`config.mk`:
```
export PLATFORM = sky130hd
export DESIGN_NAME = cic_interp
export DESIGN_NICKNAME = d
export VERILOG_FILES = /design/src/rtl/cic_interp.sv
export SDC_FILE = /design/constraint.sdc
export NUM_CORES = 1
export LEC_CHECK = 0
export CAP_MARGIN = 15
export CORE_AREA = 8 8 165 229
export CTS_CLUSTER_DIAMETER = 50
export DETAILED_ROUTE_END_ITERATION = 16
export DIE_AREA = 0 0 173 237
export HOLD_SLACK_MARGIN = 0.03
export PLACE_DENSITY = 0.8
export SYNTH_ARGS = -nofsm -noshare
export SYNTH_HDL_FRONTEND = slang
export SYNTH_SLANG_ARGS = --single-unit
export TNS_END_PERCENT = 5
```
`constraint.sdc`:
```
create_clock -name i_clock_in -period 24 [get_ports i_clock_in]
set_input_delay 2.4 -clock i_clock_in [delete_from_list [all_inputs] [get_ports i_clock_in]]
set_output_delay 2.4 -clock i_clock_in [all_outputs]
set_load 0.02 [all_outputs]
```
`src/rtl/cic_interp.sv`:
```
// cic_interp: comb-then-integrator interpolator, RATE x upsampling with unity DC gain; define CIC_INTERP_SAT_EN to clamp the output instead of wrapping
module cic_interp #(
  parameter int RATE   = 16,
  parameter int STAGES = 3,
  parameter int WIDTH  = 28
) (
  input  logic             i_clock_in,
  input  logic             i_reset,
  input  logic             i_enable,
  input  logic [WIDTH-1:0] i_signal_in,
  input  logic             i_in_valid,
  output logic             o_in_ready,
  output logic [WIDTH-1:0] o_signal_out,
  output logic             o_out_valid,
  output logic             o_underrun
);
  localparam int LR    = $clog2(RATE);
  localparam int IW    = WIDTH + STAGES*LR + STAGES;
  localparam int SHIFT = (STAGES-1)*LR;
  logic [LR-1:0]    r_ph;
  logic [IW-1:0]    r_d [STAGES];
  logic [IW-1:0]    r_i [STAGES];
  logic [IW-1:0]    w_c [STAGES+1];
  logic             w_slot;
  logic             w_acc;
  logic [WIDTH-1:0] w_out;
  assign w_slot     = i_enable && (r_ph == '0);
  assign w_acc      = w_slot && i_in_valid;
  assign o_in_ready = w_slot;
  // comb chain at input rate; an empty slot replays the last sample so the first difference is zero
  always_comb begin
    w_c[0] = w_acc ? {{(IW-WIDTH){i_signal_in[WIDTH-1]}}, i_signal_in} : r_d[0];
    for (int k = 0; k < STAGES; k++) w_c[k+1] = w_c[k] - r_d[k];
  end
`ifdef CIC_INTERP_SAT_EN
  localparam logic signed [IW-1:0] MAXV = {{(IW-WIDTH+1){1'b0}}, {(WIDTH-1){1'b1}}};
  localparam logic signed [IW-1:0] MINV = ~MAXV;
  logic signed [IW-1:0] w_sh;
  assign w_sh = $signed(r_i[STAGES-1]) >>> SHIFT;
  // clamp the gain-corrected integrator output to the signed output range
  always_comb w_out = (w_sh > MAXV) ? MAXV[WIDTH-1:0] : (w_sh < MINV) ? MINV[WIDTH-1:0] : w_sh[WIDTH-1:0];
`else
  assign w_out = r_i[STAGES-1][WIDTH-1+SHIFT:SHIFT];
`endif
  // phase, comb delays, zero-stuffed integrators and the output register all hold while enable is low
  always_ff @(posedge i_clock_in or posedge i_reset) begin
    if (i_reset) begin
      r_ph         <= '0;
      o_signal_out <= '0;
      o_out_valid  <= 1'b0;
      o_underrun   <= 1'b0;
      for (int k = 0; k < STAGES; k++) begin
        r_d[k] <= '0;
        r_i[k] <= '0;
      end
    end else begin
      o_out_valid <= i_enable;
      if (i_enable) begin
        r_ph         <= r_ph + 1'b1;
        o_signal_out <= w_out;
        r_i[0]       <= r_i[0] + (w_slot ? w_c[STAGES] : '0);
        for (int k = 1; k < STAGES; k++) r_i[k] <= r_i[k] + r_i[k-1];
        if (w_slot) begin
          for (int k = 0; k < STAGES; k++) r_d[k] <= w_c[k];
          if (!i_in_valid) o_underrun <= 1'b1;
        end
      end
    end
  end
endmodule
```
# Word-level counts from Yosys, hierarchy flattened
# Index checks and enable logic that the tools add are counted.
dict set report totals {
  register_bits 292
  in_bits 32
  output_inout_bits 31
  elab_cells 25
}
dict set report classes {
  addsub 7
  mux 2
  bitwise 1
  n_reduce_logical 5
}
# cell count
set op_table {}
lappend op_table {{$add 43x43->43} 3}
lappend op_table {{$sub 43x43->43} 3}
lappend op_table {{$mux 43} 2}
lappend op_table {{$add 4x1->4 const B} 1}
lappend op_table {{$logic_not 4->1} 1}
lappend op_table {{$reduce_and 3->1} 1}
lappend op_table {{$logic_and 1x1->1} 2}
lappend op_table {{$reduce_and 2->1} 1}
lappend op_table {{$not 1->1} 1}

# Logic depth before layout (Yosys ltp)
dict set report depth {
  word_depth 9
  depth_mapped 50
  mapped_depth_nobuf 49
}

# Worst setup path before layout
# Ideal clock, no wire load.
dict set report synth_path {
  path_kind {input to register}
  from {in i_enable}
  to {reg r_i[121] (netlist name)}
  setup_ns 0.136
  t_arrival_ns 11.260
  required_time_ns 23.864
  path_slack_ns 12.604
  path_stages 44
  n_path_buf 2
  cell_sequence {inv_2 or4b_1 clkbuf_1 inv_2 nand2_1 buf_1 mux2_2 ha_1 a2111o_1 o22ai_1 o31ai_1 a21o_1 a21o_1 a21o_1 a21o_1 a31o_1 xor2_1 ha_1 [8 not listed] o41ai_1 xnor2_1 ha_1 and3_1 and2_1 nor2b_1 a311o_2 o41ai_4 xor2_1 nor2_1 ha_1 o21ai_0 or2b_2 and2_2 a41o_1 and3_2 o41ai_2 nand3_1}
}
# item line_no
set synth_rtl {}
lappend synth_rtl {{from (decl)} 9} ;# input logic i_enable,
lappend synth_rtl {{to (decl)} 22} ;# logic [IW-1:0] r_i [STAGES];

==> reports/qor.csv <==
stage,metric,value,unit
synthesis,synth.avg_cell_area,8.97,sq um
clock_tree,cts_resized,0,
clock_tree,clock_path_buffers,3,
synthesis,yosys-top-cells-count,"dfrtp_1 (250), ha_1 (212), inv_1 (190)",
sta,period_share,53.2,%
sta,final_max_slew_viol_count,0,
setup_path,critPathMaxFanout,54,
grt,grt_antenna_before_repair,0,
sta,finalSetupViolations,0,
synthesis,synthArstFlopShare,100,%
floorplanning,initial_core_util,58.7,%
synthesis,yosysTopAreaCell,dfrtp_1,
grt,grt_use_total,20.1,%
floorplanning,num_rows,81,
sta,layout_setup_ws,11230,ps
detailed_routing,route.met3.wl,1130,um
setup_path,cp-startpoint,i_enable,
setup_path,rrSetupSlack,12770,ps
clock_tree,cts_tree,done,
clock_tree,clk_pin_slew_worst_paths,60,ps
clock_tree,root_buffer,clkbuf_16,
synthesis,synth_fp_nets,2506,
flow_run,maxCapViolations,0,
floorplanning,core_area,34500,sq um
layout,nets,2551,
setup_path,cp-end-kind,flip-flop,
sta,hold_viol_final,0,
detailed_routing,drt_first_pass_iters,5,
layout,area_growth,10.9,%
grt,grt_pass1_vias,16325,
detailed_routing,wirelength_met1,17700,um
grt,gr-total-overflow,0,
layout,antenna_cells,0,
detailed_routing,dr_total_vias,16179,
floorplanning,pin_count,63,
detailed_routing,drt_iter0_markers,822,
setup_path,worst_ep_arrival_time,13210,ps
detailed_routing,dr_wl_met2,21500,um
layout,drive_gt1_share,11.4,%
clock_tree,cts_made_buffers,30,
sta,max_slew.worst_pin.slew,957,ps
setup_path,r2r-start,r_ph[0]$_DFFE_PP0P_,
detailed_routing,ant_nets,0,
placement,gp_congestion,0.927,
sta,rsz0062_at_grt,no,
detailed_routing,wl,41700,um
clock_tree,hold_buffers,0,
clock_tree,cts_num_sinks,250,
placement,dp_hpwl,31400,um
detailed_routing,drc,0,
setup_path,critical_path_class,primary input to flip-flop,
floorplanning,die_area,41000,sq um
sta,clock.fmax,78.3,MHz
clock_tree,post-cts-setup-buffers,0,
worst_hold_path,hp-class,flip-flop to flip-flop,
sta,clock_skew,8.04,ps
placement,numPortBuffers,62,
synthesis,ys.flop_type,dfrtp_1,
synthesis,synthCells,2256,
synthesis,synthMostInstantiatedCell,dfrtp_1,
setup_path,required,24440,ps
detailed_routing,highest_layer,met4,
detailed_routing,avgViaCountPerCell,5.82,
grt,grt_start_max_net_pins,113,
synthesis,synth.distinct_cells,89,
setup_path,slowest_stage,or4b_2,
run_status,status,completed,
floorplanning,die_x,173,um
sta,slew_headroom,36.2,%
synthesis,ys_seq_elements,250,
synthesis,synthTopCellsByArea,"dfrtp_1 (31%), ha_1 (13%), mux2_2 (8.8%)",
clock_tree,clk-insertion-delay-late,570,ps
sta,fin_crit,12770,ps
setup_path,cp-start-kind,primary input,
grt,grt_first_pass_wirelength,72200,um
layout,final_core_util,65.1,%
sta,finalSetupTns,0,ps
synthesis,yosysSeqAreaShare,30.9,%
synthesis,yosys.area.top_type_share,30.9,%
sta,fin_hold_ws,475,ps
clock_tree,htree_levels,1,
setup_path,cp_slowest_stage_delay,670,ps
placement,pre_cts_ws,10670,ps
synthesis,synth_edf_count,0,
synthesis,netlist_area,20200,sq um
worst_hold_path,min_from,r_d[30]$_DFFE_PP0P_,
detailed_routing,wl_per_cell,15.0,um
synthesis,ys_warn_count,0,
floorplanning,dieHeight,237,um
## per-stage QoR
step,instance area [sq um],cells
2_1_floorplan,20200,2256
3_3_place_gp,21300,2725
3_5_place_dp,21300,2725
4_1_cts,22400,2781
5_1_grt,22400,2781
6_report,22400,2781
## layer usage
| layer | GRT usage [%] | up-vias |
|---|---|---|
| li1 | - | 8214 |
| met1 | 22.0 | 7622 |
| met2 | 37.9 | 240 |
| met3 | 2.47 | 103 |
| met4 | 8.85 | 0 |
| met5 | 0 | - |
## cells in the final DEF (no fill, tap or decap), types with 36 or more instances in the layout
master / count
o21bai_1: 36
inv_1: 189
nor2_1: 117
ha_1: 212
a21o_1: 119
a21oi_1: 175
nand3_1: 52
nor3_1: 42
o21ai_0: 133
nand2_1: 169
o21ai_1: 36
mux2_2: 158
dfrtp_1: 250
xor2_1: 50
xnor2_1: 106
clkdlybuf4s50_1: 61
## path summary, 6_finish.rpt
check | cells after the start | end
min in group asynchronous | 2 | r_i[86]$_DFFE_PP0P_
max in group asynchronous | 4 | o_signal_out[24]$_DFFE_PP0P_
min reg2reg | 2 | r_d[30]$_DFFE_PP0P_
max reg2reg | 45 | r_i[121]$_DFFE_PP0P_
max | 48 | r_i[121]$_DFFE_PP0P_
min | 2 | r_d[30]$_DFFE_PP0P_
## worst max-delay path, delay by kind of cell
| kind | cells | cell delay, ps |
|---|---|---|
| AOI/OAI and AO/OA | 22 | 4590 |
| xor gates and xnor gates | 2 | 300 |
| adders and majority gates | 5 | 1610 |
| buffers and inverters | 6 | 1370 |
| muxes | 1 | 360 |
| and+or+nand+nor | 12 | 2540 |
## cell families (layout without fill, tap and decap cells)
logic type,Yosys count,after routing,share of synthesized area (%)
compound gates,693,693,22.5
simple gates,526,526,12.4
flops,250,250,30.9
buf+inv,250,319,4.64
fa+ha+maj,218,218,13.7
mux,162,162,8.99
xor+xnor,157,157,6.86
## flip-flops by register name, summed over array words and instances, names as in the netlist
register,count
r_d,108
r_i,108
o_signal_out,28
r_ph,4
o_out_valid,1
o_underrun,1
## final cells by class
cell class | count | area (sq um)
multi-input cells | 1756 | 13000
fillers | 2798 | 12000
flip-flops and latches | 250 | 6260
clock buffers | 38 | 842
inverters | 192 | 729
repair buffers | 71 | 686
well taps | 456 | 571
clock inverters | 18 | 307
Power is left out: the tool's default activity adds up to more than one toggle a clock period on the data nets, which glitch-free logic cannot reach.
